==> src/rtl/vec_wb_stage.sv <==
// Vector writeback stage: in-order destination tag FIFO feeding a result FIFO that drains into the VRF.
// Optional macro VEC_WB_BYPASS_EN presents a completing result combinationally when the result FIFO is empty.
module vec_wb_stage #(
  parameter int unsigned VLEN  = 256,
  parameter int unsigned DEPTH = 2
) (
  input  logic                      clk,
  input  logic                      reset,
  input  logic                      new_instr,
  input  logic [4:0]                instr_vd,
  input  logic [2:0]                instr_vsew,
  input  logic [$clog2(VLEN/8):0]   instr_vl,
  input  logic                      vec_op_done,
  input  logic [VLEN-1:0]           vec_exec_out,
  output logic                      vrf_we,
  output logic [4:0]                vrf_waddr,
  output logic [VLEN-1:0]           vrf_wdata,
  output logic [VLEN/8-1:0]         vrf_wstrb,
  input  logic                      vrf_ready,
  output logic                      wb_stall,
  output logic                      wb_err
);

  localparam int unsigned NB  = VLEN / 8;
  localparam int unsigned VLW = $clog2(NB) + 1;
  localparam int unsigned PW  = $clog2(DEPTH);

  typedef logic [PW-1:0] ptr_t;
  typedef logic [PW:0]   cnt_t;

  localparam cnt_t FULL_C = cnt_t'(DEPTH);

  // Tag FIFO storage
  logic [4:0]     tag_vd_q  [DEPTH];
  logic [2:0]     tag_sew_q [DEPTH];
  logic [VLW-1:0] tag_vl_q  [DEPTH];
  ptr_t           tag_wr_q, tag_wr_d, tag_rd_q, tag_rd_d;
  cnt_t           tag_cnt_q, tag_cnt_d;

  // Result FIFO storage
  logic [4:0]      res_addr_q [DEPTH];
  logic [VLEN-1:0] res_data_q [DEPTH];
  logic [NB-1:0]   res_strb_q [DEPTH];
  ptr_t            res_wr_q, res_wr_d, res_rd_q, res_rd_d;
  cnt_t            res_cnt_q, res_cnt_d;

  logic          tag_full, tag_empty, res_full, res_empty;
  logic          fifo_xfer, op_ok, byp_hit;
  logic          tag_push, tag_pop, res_push, res_pop;
  logic [4:0]    head_vd;
  logic [NB-1:0] head_strb;

  // Byte count is vl scaled by element size; reserved widths (vsew[2]) write nothing.
  function automatic logic [NB-1:0] calc_strb(input logic [2:0] sew, input logic [VLW-1:0] vl);
    logic [VLW+2:0] nb;
    logic [31:0]    nbytes;
    logic [NB-1:0]  s;
    nb     = {3'b000, vl} << sew[1:0];
    nbytes = 32'(nb);
    s      = '0;
    for (int unsigned i = 0; i < NB; i++) begin
      s[i] = (i < nbytes);
    end
    if (sew[2]) begin
      s = '0;
    end
    return s;
  endfunction

  always_comb begin
    tag_full  = (tag_cnt_q == FULL_C);
    tag_empty = (tag_cnt_q == '0);
    res_full  = (res_cnt_q == FULL_C);
    res_empty = (res_cnt_q == '0);

    head_vd   = tag_vd_q[tag_rd_q];
    head_strb = calc_strb(tag_sew_q[tag_rd_q], tag_vl_q[tag_rd_q]);

    fifo_xfer = !res_empty && vrf_ready;
    op_ok     = vec_op_done && !tag_empty && (!res_full || fifo_xfer);

`ifdef VEC_WB_BYPASS_EN
    byp_hit   = op_ok && res_empty && vrf_ready;
`else
    byp_hit   = 1'b0;
`endif

    tag_pop   = op_ok;
    tag_push  = new_instr && (!tag_full || tag_pop);
    res_pop   = fifo_xfer;
    res_push  = op_ok && !byp_hit;

    tag_wr_d  = tag_push ? tag_wr_q + ptr_t'(1) : tag_wr_q;
    tag_rd_d  = tag_pop  ? tag_rd_q + ptr_t'(1) : tag_rd_q;
    res_wr_d  = res_push ? res_wr_q + ptr_t'(1) : res_wr_q;
    res_rd_d  = res_pop  ? res_rd_q + ptr_t'(1) : res_rd_q;

    tag_cnt_d = tag_cnt_q;
    if (tag_push && !tag_pop) begin
      tag_cnt_d = tag_cnt_q + cnt_t'(1);
    end else if (!tag_push && tag_pop) begin
      tag_cnt_d = tag_cnt_q - cnt_t'(1);
    end

    res_cnt_d = res_cnt_q;
    if (res_push && !res_pop) begin
      res_cnt_d = res_cnt_q + cnt_t'(1);
    end else if (!res_push && res_pop) begin
      res_cnt_d = res_cnt_q - cnt_t'(1);
    end
  end

  always_comb begin
    vrf_we    = !res_empty;
    vrf_waddr = res_empty ? '0 : res_addr_q[res_rd_q];
    vrf_wdata = res_empty ? '0 : res_data_q[res_rd_q];
    vrf_wstrb = res_empty ? '0 : res_strb_q[res_rd_q];
`ifdef VEC_WB_BYPASS_EN
    if (res_empty && op_ok) begin
      vrf_we    = 1'b1;
      vrf_waddr = head_vd;
      vrf_wdata = vec_exec_out;
      vrf_wstrb = head_strb;
    end
`endif
    wb_stall = tag_full || res_full;
    wb_err   = reset && ((new_instr && tag_full && !tag_pop) ||
                         (vec_op_done && !op_ok) ||
                         (new_instr && instr_vsew[2]));
  end

  always_ff @(posedge clk or negedge reset) begin
    if (!reset) begin
      tag_wr_q  <= '0;
      tag_rd_q  <= '0;
      tag_cnt_q <= '0;
      res_wr_q  <= '0;
      res_rd_q  <= '0;
      res_cnt_q <= '0;
      for (int unsigned i = 0; i < DEPTH; i++) begin
        tag_vd_q[i]   <= '0;
        tag_sew_q[i]  <= '0;
        tag_vl_q[i]   <= '0;
        res_addr_q[i] <= '0;
        res_data_q[i] <= '0;
        res_strb_q[i] <= '0;
      end
    end else begin
      tag_wr_q  <= tag_wr_d;
      tag_rd_q  <= tag_rd_d;
      tag_cnt_q <= tag_cnt_d;
      res_wr_q  <= res_wr_d;
      res_rd_q  <= res_rd_d;
      res_cnt_q <= res_cnt_d;
      if (tag_push) begin
        tag_vd_q[tag_wr_q]  <= instr_vd;
        tag_sew_q[tag_wr_q] <= instr_vsew;
        tag_vl_q[tag_wr_q]  <= instr_vl;
      end
      if (res_push) begin
        res_addr_q[res_wr_q] <= head_vd;
        res_data_q[res_wr_q] <= vec_exec_out;
        res_strb_q[res_wr_q] <= head_strb;
      end
    end
  end

endmodule
==> config.mk <==
export PLATFORM = sky130hd
export DESIGN_NAME = vec_wb_stage
export DESIGN_NICKNAME = d
export VERILOG_FILES = /design/src/rtl/vec_wb_stage.sv
export SDC_FILE = /design/constraint.sdc
export NUM_CORES = 1
export LEC_CHECK = 0
export ABC_CLOCK_PERIOD_IN_PS = 2410
export CAP_MARGIN = 20
export CORE_ASPECT_RATIO = 0.7
export CORE_UTILIZATION = 52
export DETAILED_ROUTE_END_ITERATION = 7
export PLACE_DENSITY = 0.81
export REMOVE_ABC_BUFFERS = 1
export SYNTH_ARGS = -nofsm -noshare
export SYNTH_HDL_FRONTEND = slang
export SYNTH_SLANG_ARGS = --single-unit
==> constraint.sdc <==
create_clock -name clk -period 2.41 [get_ports clk]
set_input_delay 0.723 -clock clk [delete_from_list [all_inputs] [get_ports clk]]
set_output_delay 0.723 -clock clk [all_outputs]
set_load 0.01 [all_outputs]
==> impl_metrics.toml, run 1 <==
[layout]
fin_util = 0.731
drive_gt1_frac = 0.167
layout_commonest_cell = "nand2_1"
final_cells = 4720
num-nets-final = 4221
area_growth_syn_to_layout_pct = 38.9
layout_common_cells = "1,600 x nand2_1, 621 x dfrtp_1, 319 x clkdlybuf4s50_1"
fin_area_mm2 = 0.0392
fillerInstances = 3659

[sta]
setup_ws_ns = -0.702
worst_pin_slew_ns = 0.956
slew_headroom = 0.363
setup_viol = 311
fmax_ghz = 0.321
rsz0062_at_grt = "yes"
final.min_clock_period_ns = 3.11
fin_skew_ns = 0.0145
min_period_over_period = 1.29
setup_tns_ns = -123.64
fin_hold_ws_ns = 0.126
hold_viol_final = 0
maxSlewViolCount = 0

[setup_path]
required_ns = 1.69
cp-end-kind = "output port"
worstReg2RegEnd = "res_strb_q[20]$_DFFE_PN0P_"
reg2reg_from = "tag_rd_q$_DFFE_PN0P_"
ff2ff_setup_slack_ns = -0.20
r2r_cells = 8
crit_type = "reg -> out"
arrival_ns = 2.39
critPathMaxFanout = 20
start_kind = "flip-flop"

[routing]
wl_per_cell_um = 18.8
routed_wl_um = 88800
via_per_inst = 5.40
drc_errors = 0
postRouteAntennaNets = 0
first_iter_violations = 2415
dr.pass1.iters = 6
num_vias = 25500

[power]
p_total_mw = 61.1
leakage_nw = 21.2
powerDensity_mw_per_mm2 = 1560
irDropWorstVdd_v = 0.00111

[clocking]
clock-sinks = 622
cts-root-buf = "clkbuf_16"
clkTransAtPathRegs_ns = 0.07
clockBufferDepth = 3
clkLatencyLatePin_ns = 0.60
cts_tree = "yes"
htreeDepth = 2
cts_buffers = 56

[synth]
syn_area_per_cell_um2 = 8.70
synth_seq_cells = 622
yosys_most_used_dff = "dfrtp_1"
syn_inst = 3249
synth_edf_count = 0
synthArstFlopShare = 1.00
syn_area_mm2 = 0.0283
yosysSeqAreaShare = 0.551
ys_types = 45
yosys_warnings = 0

[placed_design]
dp.cells = 4538
dp_hpwl_um = 58000
port_buffers = 570
gp_congestion = 0.870
dpl_cell_area_mm2 = 0.0363
pre_cts_ws_ns = -0.794

[grt]
grt_usage = 0.301
grt_pass1_vias = 24500
antenna_found_initial = 4
grt_pass1_wl_um = 132000
grt_max_degree = 167
grt_overflow = 0

[run_status]
status = "finished with violations"
failed_checks = "setup timing"

[floorplanning]
start_util = 0.527
io_pins = 571
num_rows = 71
dieHeight_um = 197
core_mm2 = 0.0537
die_area_mm2 = 0.0553
die_w_um = 281

[flow_run]
maxCapViolCount = 0

[hold_path]
hp-class = "in -> async"
[layer usage]
metal / wire length (µm) / up-vias / track usage
li1: - / 11700 / -
met1: 37000 / 12500 / 0.405
met2: 42100 / 1068 / 0.491
met3: 6850 / 213 / 0.0647
met4: 2870 / 2 / 0.0949
met5: 11 / - / 0
[power by group]
group | total [mW] | internal [mW] | leakage, nW | switching (mW)
sequential | 18.4 | 15.4 | 7.72 | 2.97
combinational | 33.7 | 15.7 | 12.6 | 18.0
clock | 9.01 | 5.02 | 0.898 | 4.00
total | 61.1 | 36.2 | 21.2 | 24.9
[state kept, by name, indices dropped and copies added (netlist names)]
name and cells:
res_data_q 512, res_strb_q 64, tag_vl_q 12, res_addr_q 10, tag_vd_q 10, tag_sew_q 6
res_cnt_q 2, tag_cnt_q 2, res_rd_q 1, res_wr_q 1, tag_rd_q 1, tag_wr_q 1
[critical path, stage by stage, from the launching register on]
cell and delay (ns):
dfrtp_4 0.48, buf_12 0.24, buf_16 0.23, mux2i_2 0.29
nor2_1 0.06, clkdlybuf4s50_1 0.47
[timing repair]
item	4_1_cts	5_1_grt
setup endpoints to repair	302	343
gates cloned	5	12
setup buffers	13	51
pin swaps	9	12
gates resized for setup	255	509
hold buffers	0	0
[kinds of logic (layout without fill, tap and decap cells)]
| kind of cell | Yosys count | count (layout) | share of synthesized area |
|---|---|---|---|
| flops | 622 | 622 | 0.551 |
| simple gates | 1940 | 1940 | 0.259 |
| other cells | 0 | 4 | 0 |
| fa+ha+maj | 2 | 2 | 0.000886 |
| xor+xnor | 9 | 9 | 0.00279 |
| buf+inv | 206 | 943 | 0.0293 |
| mux | 364 | 364 | 0.133 |
| compound gates | 106 | 106 | 0.0236 |
[cell type report]
type | instances | area, µm² | share of cell area
Clock buffer | 85 | 1680 | 0.0429
Inverter | 4 | 15.0 | 0.000383
Tap cell | 730 | 913 | 0.0233
Sequential cell | 622 | 15600 | 0.397
Multi-Input combinational cell | 2421 | 12300 | 0.313
Antenna cell | 4 | 10.0 | 0.000255
Clock inverter | 15 | 141 | 0.00360
Timing Repair Buffer | 839 | 8620 | 0.220
[cells in the mapped netlist, types with 4 or more instances]
cell,n,area share
o21ai_0,9,0.0016
mux2i_1,307,0.11
nor2_1,321,0.043
o21ai_1,37,0.0066
buf_2,31,0.0055
nand2b_1,6,0.0013
clkbuf_1,146,0.019
mux2_2,49,0.020
dfrtp_1,622,0.55
a22o_1,10,0.0031
o22ai_1,4,0.00089
a21oi_1,14,0.0025
a31oi_1,14,0.0031
xnor2_1,6,0.0019
buf_1,23,0.0031
nand2_1,1601,0.21
[how the worst max path moves through the flow]
stage	start	end	cells past startpoint	slack, ns
after global placement	vrf_ready	wb_err	6	-0.83
after global routing	res_rd_q$_DFFE_PN0P_	vrf_wdata[76]	5	-0.75
final	res_rd_q$_DFFE_PN0P_	vrf_wdata[102]	5	-0.70
after detailed placement	vrf_ready	wb_err	6	-0.79
after floorplan	res_cnt_q[0]$_DFFE_PN0P_	res_cnt_q[1]$_DFFE_PN0P_	7	-9.06
after CTS	res_rd_q$_DFFE_PN0P_	vrf_wstrb[19]	5	-0.74
Power figures use the tool's default switching activity.
==> run 2: changes to the inputs <==
Settings changed: CTS_CLUSTER_SIZE set to 25, SKIP_LAST_GASP set to 1.
==> run 2 against run 1 <==
  * The flow still finishes with violations (setup timing)
  * Clock power is 0.4% lower
  * Combinational power fell by 2%
  * Clock skew shrank 0.00065 ns
  * Register-to-register slack improved by 0.02 ns
  * Die area unchanged
  * Cell area shrank 0.69%
  * Setup slack lost 0.013 ns
  * Sequential power about the same
  * Utilization fell by 0.51 points
  * First-iteration DRC count shrank 9.9%
  * Routed wire length down 2.8%
  * Sequential share of layout area increased by 0.28 points
  * Largest cell class unchanged
==> impl_metrics.toml, run 2 (synthesized netlist as in run 1, its figures left out) <==
[sta]
hold_viol_final = 0
fmax_ghz = 0.320
maxSlewViolCount = 0
setup_ws_ns = -0.715
slew_headroom = 0.314
setup_viol = 310
fin_skew_ns = 0.0139
final.min_clock_period_ns = 3.13
rsz0062_at_grt = "yes"
min_period_over_period = 1.30
worst_pin_slew_ns = 1.03

[clocking]
cts_tree = "yes"
hold_buffers = 0
htreeDepth = 2
cts-root-buf = "clkbuf_16"
clkTransAtPathRegs_ns = 0.07
clock-sinks = 622
clkLatencyLatePin_ns = 0.60
cts_buffers = 56
clockBufferDepth = 3

[placed_design]
gp_congestion = 0.870
dp_hpwl_um = 58000
port_buffers = 570
dpl_cell_area_mm2 = 0.0363
pre_cts_ws_ns = -0.794

[routing]
wl_per_cell_um = 18.5
drc_errors = 0
num_vias = 25000
via_per_inst = 5.35
first_iter_violations = 2175
dr.pass1.iters = 7
routed_wl_um = 86300
postRouteAntennaNets = 0

[setup_path]
cp_slowest_cell = "clkdlybuf4s50_1"
crit_type = "reg -> out"
critPathMaxFanout = 25
crit_path_max_incr_delay_ns = 0.50
worstPathCellList = "buf_12, buf_16, mux2i_1, nor2_1, clkdlybuf4s50_1"
required_ns = 1.69
reg2reg_from = "tag_rd_q$_DFFE_PN0P_"
startpoint = "res_rd_q$_DFFE_PN0P_"
arrival_ns = 2.40
start_kind = "flip-flop"
cp-end-kind = "output port"

[power]
leakage_nw = 20.9
irDropWorstVdd_v = 0.00108
powerDensity_mw_per_mm2 = 1540

[layout]
seqCellArea_mm2 = 0.0156
area_growth_syn_to_layout_pct = 37.9
drive_gt1_frac = 0.110
layout_commonest_cell = "nand2_1"
multiInputGateArea_mm2 = 0.0120
layout_common_cells = "1,600 x nand2_1, 621 x dfrtp_1, 435 x clkdlybuf4s50_1"
largest_register = "res_data_q"
largest_reg_flops = 512
top_regs = "res_data_q x512, res_strb_q x64, tag_vl_q x12"
fin_area_mm2 = 0.0390
num-nets-final = 4177
fillerInstances = 3715

[floorplanning]
io_pins = 571
die_w_um = 281
dieHeight_um = 197
num_rows = 71
start_util = 0.527
core_mm2 = 0.0537
die_area_mm2 = 0.0553

[grt]
grt_pass1_vias = 24600
antenna_found_initial = 6
grt_pass1_wl_um = 132000
grt_usage = 0.302
grt_overflow = 0
grt_max_degree = 167

[hold_path]
hp-class = "in -> async"

[flow_run]
maxCapViolCount = 0

[run_status]
failed_checks = "setup timing"
status = "finished with violations"
[run 2: cell types whose count changed in the layout (fill, tap and decap cells not counted), moves of 20 or more]
cell and delta:
clkdlybuf4s50_1 +116, clkbuf_2 -75, buf_2 -48, buf_6 -26, mux2i_1 +23, nor2_1 +23, dlygate4sd2_1 +20
[run 2: timing repair]
| item | in CTS | in global routing |
|---|---|---|
| buffers inserted | 13 | 10 |
| endpoints found under the setup margin | 302 | 343 |
| hold endpoints to repair | 0 | 0 |
| gates cloned | 5 | 7 |
| pin swaps | 2 | 0 |
| resized for setup | 127 | 123 |
[run 2: critical path: cells and delay by family, from the launching register on]
kind | cells | cell delay [ns]
muxes | 1 | 0.27
and+or+nand+nor | 1 | 0.06
DFF | 1 | 0.45
buffers and inverters | 3 | 0.97
[run 2: worst paths after layout]
| kind | cells past startpoint | end | slack [ns] |
|---|---|---|---|
| setup / recovery | 5 | vrf_wstrb[19] | -0.72 |
| hold / removal | 2 | tag_vl_q[6]$_DFFE_PN0P_ | 0.13 |
| setup reg to reg | 8 | res_strb_q[20]$_DFFE_PN0P_ | -0.18 |
| hold reg to reg | 2 | res_data_q[319]$_DFFE_PN0P_ | 0.47 |
| max in group asynchronous | 3 | res_data_q[204]$_DFFE_PN0P_ | 0.97 |
| min in group clk | 2 | res_data_q[319]$_DFFE_PN0P_ | 0.47 |
[run 2: power breakdown]
group / switching (mW) / internal, mW
combinational: 17.3 / 15.7
sequential: 2.83 / 15.4
clock: 3.96 / 5.01
total: 24.1 / 36.1
[run 2: layout make-up]
class | count | share of cell area
flip-flops and latches | 622 | 0.400
multi-input cells | 2421 | 0.308
repair buffers | 795 | 0.221
clock buffers | 85 | 0.0432
well taps | 730 | 0.0234
clock inverters | 15 | 0.00363
inverters | 4 | 0.000385
diodes | 5 | 0.000321
[run 2: per-stage QoR]
stage | TNS, ns | hold WS [ns] | utilization | std cells | total power [mW]
after detailed placement | -237.30 | 0.460 | 0.677 | 4538 | 49.8
after global routing | -186.41 | 0.136 | 0.726 | 4677 | 63.8
final | -159.35 | 0.126 | 0.726 | 4677 | 60.2
after global placement | -213.71 | 0.456 | 0.677 | 4538 | 48.8
after floorplan | -5685.00 | 0.427 | - | 3047 | 31.4
after CTS | -186.93 | 0.104 | 0.718 | 4656 | 59.6
[run 2: layer usage]
layer  global-route usage  vias up  share of wire
met3               0.0649      194          0.081
met2                0.490     1044           0.47
met5                    0        -       0.000093
met4               0.0996        2          0.032
met1                0.405    12200           0.41
li1                     -    11600              -
